--- src/rtl/adc_pkg.sv ---
// Shared types and helpers for the LTC2308-class scanning ADC controller.
// Holds the FSM state type, the config-word layout and channel-selection functions.
package adc_pkg;

  typedef enum logic [1:0] {StIdle, StConv, StShift, StGap} state_e;

  localparam int unsigned MaxCh = 8;
  localparam int unsigned CfgW  = 6;

  // Bit positions inside the 6-bit config word, MSB shifted first
  localparam int unsigned CfgSd  = 5;
  localparam int unsigned CfgOs  = 4;
  localparam int unsigned CfgS1  = 3;
  localparam int unsigned CfgS0  = 2;
  localparam int unsigned CfgUni = 1;
  localparam int unsigned CfgSlp = 0;

  function automatic logic [CfgW-1:0] chan_to_cfg(input logic [2:0] ch, input logic uni);
    logic [CfgW-1:0] w;
    w         = '0;
    w[CfgSd]  = 1'b1;
    w[CfgOs]  = ch[0];
    w[CfgS1]  = ch[2];
    w[CfgS0]  = ch[1];
    w[CfgUni] = uni;
    w[CfgSlp] = 1'b0;
    return w;
  endfunction

  // Next set mask bit above cur, wrapping to the lowest; returns cur if it is the only one.
  function automatic logic [2:0] next_chan(input logic [MaxCh-1:0] mask, input logic [2:0] cur);
    logic [2:0] idx;
    logic       found;
    logic [2:0] res;
    res   = cur;
    found = 1'b0;
    for (int i = 1; i <= MaxCh; i++) begin
      idx = cur + 3'(i);
      if (!found && mask[idx]) begin
        res   = idx;
        found = 1'b1;
      end
    end
    return res;
  endfunction

endpackage

--- src/rtl/adc_sck_gen.sv ---
// Divided serial clock for the ADC frame: SCK_HALF clk cycles per half period,
// starting low, with edge strobes and an end-of-frame strobe after DATA_W periods.
module adc_sck_gen #(
  parameter int unsigned SCK_HALF = 1,
  parameter int unsigned DATA_W   = 12
) (
  input  logic clk,
  input  logic reset,
  input  logic en,
  output logic sck,
  output logic rise_stb,
  output logic fall_stb,
  output logic done
);

  localparam int unsigned HalfW = (SCK_HALF > 1) ? $clog2(SCK_HALF) : 1;
  localparam int unsigned BitW  = $clog2(DATA_W);

  logic [HalfW-1:0] half_q;
  logic [BitW-1:0]  bit_q;
  logic             sck_q;
  logic             half_end;

  assign half_end = en && (half_q == HalfW'(SCK_HALF - 1));
  assign rise_stb = half_end && !sck_q;
  assign fall_stb = half_end && sck_q;
  assign done     = fall_stb && (bit_q == BitW'(DATA_W - 1));
  assign sck      = sck_q;

  always_ff @(posedge clk) begin
    if (reset || !en) begin
      half_q <= '0;
      bit_q  <= '0;
      sck_q  <= 1'b0;
    end else if (half_end) begin
      half_q <= '0;
      sck_q  <= ~sck_q;
      if (fall_stb) bit_q <= bit_q + 1'b1;
    end else begin
      half_q <= half_q + 1'b1;
    end
  end

endmodule

--- src/rtl/adc_scan_ctrl.sv ---
// Multi-channel scanning controller for an LTC2308-class SPI ADC. Handles the one-frame
// config/result pipeline and presents channel-tagged samples on a valid/ready stream.
module adc_scan_ctrl
  import adc_pkg::*;
#(
  parameter int unsigned NUM_CH      = 8,
  parameter int unsigned DATA_W      = 12,
  parameter int unsigned CONV_CYCLES = 3,
  parameter int unsigned SCK_HALF    = 1,
  parameter int unsigned GAP_CYCLES  = 1,
  localparam int unsigned CH_W       = (NUM_CH > 1) ? $clog2(NUM_CH) : 1
) (
  input  logic              clk,
  input  logic              reset,
  input  logic              enable,
  input  logic              start,
  input  logic [NUM_CH-1:0] chan_mask,
  input  logic              unipolar,
  output logic              busy,
  output logic              res_valid,
  input  logic              res_ready,
  output logic [DATA_W-1:0] res_data,
  output logic [CH_W-1:0]   res_chan,
  output logic              overrun,
  input  logic              clear_overrun,
  output logic              ADC_CONVST,
  output logic              ADC_SCK,
  output logic              ADC_SDI,
  input  logic              ADC_SDO
);

  state_e            state_q;
  logic [15:0]       cnt_q;
  logic [MaxCh-1:0]  mask_q;
  logic              uni_q;
  logic              cont_q;
  logic              flush_q;
  logic              pipe_vld_q;
  logic [2:0]        cur_ch_q;
  logic [2:0]        prev_ch_q;
  logic [DATA_W-1:0] tx_q;
  logic [DATA_W-1:0] rx_q;
  logic              convst_q;
  logic              sdi_q;
  logic              res_valid_q;
  logic [DATA_W-1:0] res_data_q;
  logic [CH_W-1:0]   res_chan_q;
  logic              overrun_q;

  logic              sck;
  logic              rise_stb;
  logic              fall_stb;
  logic              done;
  logic [MaxCh-1:0]  mask_in;
  logic [DATA_W-1:0] cfg_word;
  logic [2:0]        nxt_cur;
  logic [2:0]        nxt_new;
  logic              wrap;

  adc_sck_gen #(
    .SCK_HALF(SCK_HALF),
    .DATA_W  (DATA_W)
  ) u_sck_gen (
    .clk     (clk),
    .reset   (reset),
    .en      (state_q == StShift),
    .sck     (sck),
    .rise_stb(rise_stb),
    .fall_stb(fall_stb),
    .done    (done)
  );

  assign mask_in = MaxCh'(chan_mask);
  assign nxt_cur = next_chan(mask_q, cur_ch_q);
  assign nxt_new = next_chan(mask_in, 3'd7);
  // No set bit above the current channel: this frame closed the pass
  assign wrap    = (nxt_cur <= cur_ch_q);

  always_comb begin
    cfg_word = '0;
    cfg_word[DATA_W-1 -: CfgW] = chan_to_cfg(cur_ch_q, uni_q);
  end

  always_ff @(posedge clk) begin
    if (reset) begin
      state_q     <= StIdle;
      cnt_q       <= '0;
      mask_q      <= '0;
      uni_q       <= 1'b0;
      cont_q      <= 1'b0;
      flush_q     <= 1'b0;
      pipe_vld_q  <= 1'b0;
      cur_ch_q    <= '0;
      prev_ch_q   <= '0;
      tx_q        <= '0;
      rx_q        <= '0;
      convst_q    <= 1'b0;
      sdi_q       <= 1'b0;
      res_valid_q <= 1'b0;
      res_data_q  <= '0;
      res_chan_q  <= '0;
      overrun_q   <= 1'b0;
    end else begin
      if (res_valid_q && res_ready) res_valid_q <= 1'b0;
      if (clear_overrun) overrun_q <= 1'b0;

      unique case (state_q)
        StIdle: begin
          if ((enable || start) && (chan_mask != '0)) begin
            mask_q     <= mask_in;
            uni_q      <= unipolar;
            cont_q     <= enable;
            flush_q    <= 1'b0;
            pipe_vld_q <= 1'b0;
            cur_ch_q   <= nxt_new;
            cnt_q      <= '0;
            convst_q   <= 1'b1;
            state_q    <= StConv;
          end
        end
        StConv: begin
          if (cnt_q == 16'(CONV_CYCLES - 1)) begin
            convst_q <= 1'b0;
            sdi_q    <= cfg_word[DATA_W-1];
            tx_q     <= cfg_word << 1;
            state_q  <= StShift;
          end else begin
            cnt_q <= cnt_q + 1'b1;
          end
        end
        StShift: begin
          if (rise_stb) rx_q <= {rx_q[DATA_W-2:0], ADC_SDO};
          if (done) begin
            sdi_q   <= 1'b0;
            cnt_q   <= '0;
            state_q <= StGap;
            // Data shifted this frame answers the previous frame's config
            if (pipe_vld_q) begin
              res_data_q  <= rx_q;
              res_chan_q  <= prev_ch_q[CH_W-1:0];
              res_valid_q <= 1'b1;
              if (res_valid_q && !res_ready) overrun_q <= 1'b1;
            end
            pipe_vld_q <= 1'b1;
            prev_ch_q  <= cur_ch_q;
          end else if (fall_stb) begin
            sdi_q <= tx_q[DATA_W-1];
            tx_q  <= tx_q << 1;
          end
        end
        StGap: begin
          if (cnt_q == 16'(GAP_CYCLES - 1)) begin
            cnt_q    <= '0;
            state_q  <= StConv;
            convst_q <= 1'b1;
            if (flush_q) begin
              state_q  <= StIdle;
              convst_q <= 1'b0;
            end else if (cont_q || enable) begin
              cont_q <= 1'b1;
              if (!enable) begin
                flush_q <= 1'b1;
              end else if (!wrap) begin
                cur_ch_q <= nxt_cur;
              end else if (chan_mask != '0) begin
                mask_q   <= mask_in;
                uni_q    <= unipolar;
                cur_ch_q <= nxt_new;
              end else begin
                flush_q <= 1'b1;
              end
            end else if (!wrap) begin
              cur_ch_q <= nxt_cur;
            end else begin
              // Re-send the last config so its result comes back in one more frame
              flush_q <= 1'b1;
            end
          end else begin
            cnt_q <= cnt_q + 1'b1;
          end
        end
        default: state_q <= StIdle;
      endcase
    end
  end

  assign busy       = (state_q != StIdle);
  assign res_valid  = res_valid_q;
  assign res_data   = res_data_q;
  assign res_chan   = res_chan_q;
  assign overrun    = overrun_q;
  assign ADC_CONVST = convst_q;
  assign ADC_SCK    = sck;
  assign ADC_SDI    = sdi_q;

endmodule

--- config.mk ---
export PLATFORM = sky130hd
export DESIGN_NAME = adc_scan_ctrl
export DESIGN_NICKNAME = d
export VERILOG_FILES = /design/src/rtl/adc_pkg.sv /design/src/rtl/adc_sck_gen.sv /design/src/rtl/adc_scan_ctrl.sv
export SDC_FILE = /design/constraint.sdc
export NUM_CORES = 1
export LEC_CHECK = 0
export BUFFER_PORTS_ARGS = -buffer_cell sky130_fd_sc_hd__clkbuf_2
export CAP_MARGIN = 20
export CORE_ASPECT_RATIO = 1.5
export CORE_MARGIN = 2
export CORE_UTILIZATION = 48
export DETAILED_ROUTE_END_ITERATION = 8
export MAX_ROUTING_LAYER = met4
export PLACE_DENSITY = 0.66
export SYNTH_ARGS = -nofsm -noshare
export SYNTH_HDL_FRONTEND = slang
export SYNTH_HIERARCHICAL = 1
export SYNTH_SLANG_ARGS = --single-unit
--- constraint.sdc ---
create_clock -name clk -period 8.5 [get_ports clk]
set_input_delay 0.425 -clock clk [delete_from_list [all_inputs] [get_ports clk]]
set_output_delay 0.425 -clock clk [all_outputs]
set_load 0.05 [all_outputs]
# Yosys cells after proc, flatten, opt, wreduce, memory -nomap -nowiden

Cells that the tools add are included.

Register bits: 85
Input port bits: 16
Output and inout port bits: 21
Logic and storage cells: 246

Add/subtract/negate cells: 10
Order comparisons: 9
Equality and inequality tests: 21
Muxes and demuxes: 120
Bitwise gates (word level): 2
Reductions and logical operators: 64

Operators with widths:

| kind                                                                          | count |
|---|---|
| 3-bit two-way mux                                                             | 24 |
| 16-bit two-way mux                                                            | 4 |
| 16-bit case mux with 4 select lines                                           | 1 |
| 1-bit two-way mux                                                             | 59 |
| 8-bit two-way mux                                                             | 7 |
| 12-bit two-way mux                                                            | 3 |
| 3-bit by 4-bit less-than comparator with 1-bit output (second input constant) | 8 |
| 1-bit binary-select mux with 3-bit select                                     | 8 |
| 2-bit != test (second input constant)                                         | 12 |
| 12-bit case mux with 2 select lines                                           | 1 |
| 1-bit logical AND                                                             | 21 |
| 1-bit zero test                                                               | 17 |
| 16-bit by 1-bit adder with 16-bit output (second input constant)              | 1 |
| 16-bit by 2-bit equality test with 1-bit output (second input constant)       | 1 |
| 16-bit zero test                                                              | 1 |
| 8-bit case mux with 2 select lines                                            | 1 |
| 3-bit AND reduction                                                           | 5 |
| 3-bit adder (second input constant)                                           | 4 |
| 3-bit != test (second input constant)                                         | 4 |
| 4-bit AND reduction                                                           | 3 |
| 1-bit case mux with 2 select lines                                            | 5 |
| 2-bit two-way mux                                                             | 4 |
| 2-bit case mux with 4 select lines                                            | 1 |
| 8-bit AND reduction                                                           | 1 |
| 20 further kinds                                                              | 30 |

# Longest topological paths before layout

Word-level depth: 32
Depth in mapped cells: 20
Mapped depth without buffers: 17

# By module

The synthesis kept the hierarchy.

By module, submodules not included:

| module        | instances | cells an instance | area each (µm²) | sequential area each (µm²) |
|---|---|---|---|---|
| adc_scan_ctrl | 1         | 494               | 3983.8          | 1421.4 |
| adc_sck_gen   | 1         | 26                | 262.8           | 120.1 |

# Worst setup path before layout

No wires, ideal clock.

Kind: flip-flop to flip-flop
Start point: register cur_ch_q[1]
End point: register cur_ch_q[2]
Library setup time: 0.091 ns
Arrival: 4.469 ns
Required time: 8.409 ns
Path slack: 3.940 ns
Stages on the path, launching flop included: 19
Path buffers: 3
Clock period less this slack: 4.560 ns
Path through: dfxtp_1 > buf_2 > buf_2 > inv_1 > ha_1 > buf_6 > mux4_2 > or4_1 > nand2b_1 > a31oi_1 > nand3b_1 > nand2_1 > ha_1 > nor2b_1 > o21ai_0 > a32oi_1 > o21ai_0 > or4b_1 > a311oi_1

Word-level cells in the longest chain between the ends: 32
Elaborated cells on any way between the ends: 63
Those cells by class: add/sub (7); order compare (1); eq/ne (2); mux (38); reduce/logical (15)

Ends and longest elaborated chain:

| element                                   | RTL line             | text |
|---|---|---|
| start: declaration                        | adc_scan_ctrl.sv:39  | `logic [2:0] cur_ch_q;` |
| start signal: assignment                  | adc_scan_ctrl.sv:115 | `cur_ch_q <= nxt_new;` |
| start signal: assignment                  | adc_scan_ctrl.sv:164 | `cur_ch_q <= nxt_cur;` |
| start signal: assignment                  | adc_scan_ctrl.sv:168 | `cur_ch_q <= nxt_new;` |
| 3-bit by 1-bit adder with 3-bit output    | adc_pkg.sv:38        | `idx = cur + 3'(i);` |
| 1-bit binary-select mux with 3-bit select | adc_pkg.sv:39        | `if (!found && mask[idx]) begin` |
| 1-bit two-way mux (not written as such)   | adc_pkg.sv:39        |  |
| 1-bit two-way mux                         | adc_pkg.sv:39        |  |
| 1-bit zero test                           | adc_pkg.sv:39        |  |
| 1-bit logical AND                         | adc_pkg.sv:39        |  |
| 1-bit two-way mux                         | adc_pkg.sv:39        |  |
| 1-bit zero test                           | adc_pkg.sv:39        |  |
| [... 16 more ...]                         | n/a                  |  |
| 3-bit two-way mux                         | adc_pkg.sv:39        |  |
| 3-bit <= comparator                       | adc_scan_ctrl.sv:77  | `assign wrap = (nxt_cur <= cur_ch_q);` |
| 3-bit two-way mux                         | adc_scan_ctrl.sv:163 | `end else if (!wrap) begin` |
| 3-bit two-way mux                         | adc_scan_ctrl.sv:161 | `if (!enable) begin` |
| 3-bit two-way mux                         | adc_scan_ctrl.sv:159 | `end else if (cont_q \|\| enable) begin` |
| 3-bit two-way mux                         | adc_scan_ctrl.sv:156 | `if (flush_q) begin` |
| 3-bit two-way mux                         | adc_scan_ctrl.sv:152 | `if (cnt_q == 16'(GAP_CYCLES - 1)) begin` |
| 3-bit case mux with 2 select lines        | adc_scan_ctrl.sv:107 | `unique case (state_q)` |

Parallel ways exist; a longest one is shown, timed or not. The select of a mux whose other input is x is not followed.
A chain may end at the register's enable or synchronous reset.

# Worst setup path in the final report

Start point: register cur_ch_q[1]
End point: register uni_q

Word-level cells in the longest chain between the ends: 28
Elaborated cells on any way between the ends: 55
Those cells by class: add/sub (7); order compare (1); eq/ne (1); mux (31); reduce/logical (15)

Ends and longest elaborated chain:

| element                                   | RTL line             | text |
|---|---|---|
| 3-bit by 1-bit adder with 3-bit output    | adc_pkg.sv:38        |  |
| 1-bit binary-select mux with 3-bit select | adc_pkg.sv:39        |  |
| 1-bit two-way mux (not written as such)   | adc_pkg.sv:39        |  |
| 1-bit two-way mux                         | adc_pkg.sv:39        |  |
| 1-bit zero test                           | adc_pkg.sv:39        |  |
| 1-bit logical AND                         | adc_pkg.sv:39        |  |
| 1-bit two-way mux                         | adc_pkg.sv:39        |  |
| 1-bit zero test                           | adc_pkg.sv:39        |  |
| [... 12 more ...]                         | n/a                  |  |
| 1-bit logical AND                         | adc_pkg.sv:39        |  |
| 1-bit two-way mux                         | adc_pkg.sv:39        |  |
| 1-bit zero test                           | adc_pkg.sv:39        |  |
| 1-bit logical AND                         | adc_pkg.sv:39        |  |
| 3-bit two-way mux                         | adc_pkg.sv:39        |  |
| 3-bit <= comparator *                     | adc_scan_ctrl.sv:77  |  |
| 2-bit != test (no line) *                 | n/a                  |  |
| 8-bit AND reduction (no line) *           | n/a                  |  |
| end signal: assignment                    | adc_scan_ctrl.sv:111 | `uni_q <= unipolar;` |
| end signal: assignment                    | adc_scan_ctrl.sv:167 | `uni_q <= unipolar;` |
| end: declaration                          | adc_scan_ctrl.sv:35  | `logic uni_q;` |

Every way passes the cells marked *; elsewhere a longest branch is shown, timed or not. The select of a mux whose other input is x is not followed.

==> metrics.md <==
| Metric | Value |
|---|---|
| Design area | `4762 um2` |
| Nets | `575` |
| Kind of end point of the critical path | `flip-flop` |
| FF+latch count, synth | `77` |
| CP arrival | `5.74 ns` |
| Pins Over Slew Limit | `0` |
| Least-Margin Pin Slew | `0.7074 ns` |
| Setup TNS | `0 ns` |
| Post-CTS Setup Bufs | `0` |
| DRC | `0` |
| Setup violations, final | `0` |
| CP Class | `flip-flop to flip-flop` |
| Gate Count Post-Synth | `520` |
| Global Route Usage Sum | `22.39%` |
| Vias | `3740` |
| Largest net degree at the start of global routing | `60` |
| DR vias/cell | `5.667` |
| Synth unique cells | `63` |
| Crit path from | `cur_ch_q[1]$_SDFFE_PP0P_` |
| Startpoint types | `flip-flop` |
| First-pass GRT wire length | `16680 um` |
| Placed cell areas | `4469 um2` |
| Share of layout cells above drive strength 1 | `13.64%` |
| Period Utilization, post-route | `65.16%` |
| CTS tree | `yes` |
| P&R area growth vs syn | `12.14%` |
| Worst reg2reg path depth | `16` |
| Reg clk slew, reported paths | `0.06 ns` |
| Post-synth top area share | `36.30%` |
| CP max FO | `15` |
| Net Count, Synth | `550` |
| Core Util, Final | `54.59%` |
| Status | `completed` |
| Port Buffer Count | `36` |
| Syn_area_per_cell | `8.166 um2` |
| Worst EP required | `8.70 ns` |
| Clk_lat worst skew | `0.33 ns` |
| FMAX | `180.5 MHz` |
| Initial DRC Count | `176` |
| Die W | `80.80 um` |
| RSZ-0062 raised after global routing | `no` |
| Vias in the first global route | `3649` |
| Synth top cells by count | `92 x nand2_1, 77 x dfxtp_1, 60 x a21oi_1, 51 x nor2_1, 22 x nand3_1` |
| Power per cell area | `346.6 nW/um2` |
| Lkg Pwr | `1.801 nW` |
| Worst hold margin | `0.3116 ns` |
| Post-Syn Area | `4247 um2` |
| Synth area leader | `dfxtp_1` |
| Final min period | `5.539 ns` |
| Yosys warning total | `6` |
| Top post-synthesis cells by area | `dfxtp_1 36%, nand2_1 8.1%, a21oi_1 7.1%` |
| Asr flop ratio synth | `0%` |
| Flop2flop setup slack | `2.96 ns` |
| Worst vdd ir | `0.2550 mV` |
| Reg2reg start | `cur_ch_q[1]$_SDFFE_PP0P_` |
| CTS Buf Count | `9` |
| Final ANT Viol Nets | `0` |
| Worst r2r dst | `uni_q$_SDFFE_PP0P_` |
| Initial antenna violation count | `0` |
| Clk root buf | `clkbuf_16` |
| CTS Buffer Depth | `2` |
| Diode count | `0` |
| Count leader, synth | `nand2_1` |
| MaxCap Viol Count | `0` |
| Hold Violations, Final | `0` |
| CP Capture Point | `uni_q$_SDFFE_PP0P_` |
| Total grt overflow | `0` |
| IO Pins | `37` |
| Clock Skew | `0.005490 ns` |
| WL/cell | `14.89 um` |
| Placer Congestion | `0.8621` |
| DPL Wire Length | `7068 um` |
| Row Count | `42` |
| Starting Density | `48.68%` |
| Hold-fix buffers at CTS | `0` |
| Core box area | `8723 um2` |
| Die ar. | `9631 um2` |
| Post-CTS sizing | `0` |
| Seq/Total Area, Yosys | `36.30%` |
| Die height | `119.2 um` |
| TritonRoute pass-1 iters | `5` |
| Post-synth EDFFs | `0` |
| Clk sinks | `77` |
| Routed WL | `9825 um` |
| Synth Flop Type | `dfxtp_1` |
| H-tree lvl count | `3` |
| Slew HR | `52.71%` |
| Hold Crit Class | `primary input to flip-flop` |
[final cells by class]
class / instances / area (um2)
sequential: 77 / 1541
tap: 110 / 137.6
multi-input combinational: 396 / 2509
timing repair buffer: 40 / 210.2
fill: 830 / 3961
clock buffer: 9 / 225.2
clock inverter: 7 / 60.06
inverter: 21 / 78.83
[power breakdown]
| part | internal (mW) | switching (mW) |
|---|---|---|
| registers | 0.401 | 0.0651 |
| clock network | 0.201 | 0.155 |
| logic | 0.343 | 0.485 |
[worst max-delay path: stages, from the launching register on]
cell and delay (ns):
dfxtp_1 0.76, inv_1 0.34, ha_1 0.59, mux4_2 0.61
or4_1 0.56, nand2b_1 0.21, a31oi_1 0.29, nand3b_1 0.16
nand2_1 0.06, ha_1 0.28, nor2b_1 0.13, o21ai_0 0.17
a32oi_1 0.15, o21ai_1 0.49, nand2_1 0.32, mux2i_1 0.21
nor2_1 0.05
[cell families (layout without fill, tap and decap cells)]
kind of cell    after synthesis  count (layout)  share of synthesized area [%]
mux                          24              24                          9.723
xor+xnor                     20              20                          4.125
compound gates              115             115                          16.65
flops                        77              77                          36.30
fa+ha+maj                    14              14                          4.125
other cells                   1               1                        0.08831
buf+inv                      47              77                          4.626
simple gates                222             222                          24.37
[per-stage QoR]
step	std cells	power, mW	worst slack (ns)
3_5_place_dp	643	1.282	3.090
5_1_grt	660	1.768	2.615
6_report	660	1.650	2.961
4_1_cts	659	1.646	3.044
2_1_floorplan	520	1.122	3.940
3_3_place_gp	643	1.265	3.210
[registers in the layout (all words and copies together) (netlist names), 2 cells and up]
register	flops
state_q	2
res_chan	3
cnt_q	16
u_sck_gen/bit_q	4
res_data	12
rx_q	12
prev_ch_q	3
tx_q	4
cur_ch_q	3
mask_q	8
[cells in the final DEF, fill, tap and decap left out, types with 4 or more instances in the layout]
cell / netlist / final
nor2_1: 51 / 51
a211oi_1: 4 / 4
mux4_2: 7 / 7
or3_1: 4 / 4
a21o_1: 4 / 4
mux4_1: 5 / 5
nor4_1: 8 / 8
nor3_1: 7 / 7
nor3b_1: 5 / 5
mux2i_1: 9 / 9
clkbuf_16: 0 / 9
clkbuf_2: 0 / 36
nand3_1: 22 / 22
xnor2_1: 15 / 15
nand2_1: 92 / 92
ha_1: 14 / 14
inv_1: 21 / 21
clkinv_4: 0 / 5
nand2b_1: 9 / 9
a21oi_1: 60 / 60
xor2_1: 5 / 5
o21ai_0: 13 / 13
dfxtp_1: 77 / 77
[layer usage]
metal  global-route usage [%]  routed length [um]  share of wire (%)
met1                    25.69                4139                 42
met2                    38.79                5254                 53
met3                    4.318                 300                3.1
met4                    6.780                 130                1.3
met5                        -                   0                  0
[how the worst min path moves through the flow]
stage                                   start                         to  slack, ns  cells past startpoint
finish                                ADC_SDO       rx_q[0]$_SDFFE_PP0P_       0.31                      3
global route                          ADC_SDO       rx_q[0]$_SDFFE_PP0P_       0.31                      3
CTS                                   ADC_SDO       rx_q[0]$_SDFFE_PP0P_       0.30                      3
detailed placement       tx_q[8]$_SDFFE_PP0P_       tx_q[8]$_SDFFE_PP0P_       0.45                      2
global placement    res_data[10]$_SDFFE_PP0P_  res_data[10]$_SDFFE_PP0P_       0.44                      2
floorplan                tx_q[8]$_SDFFE_PP0P_       tx_q[8]$_SDFFE_PP0P_       0.43                      2
(Power assumes the default switching activity.)
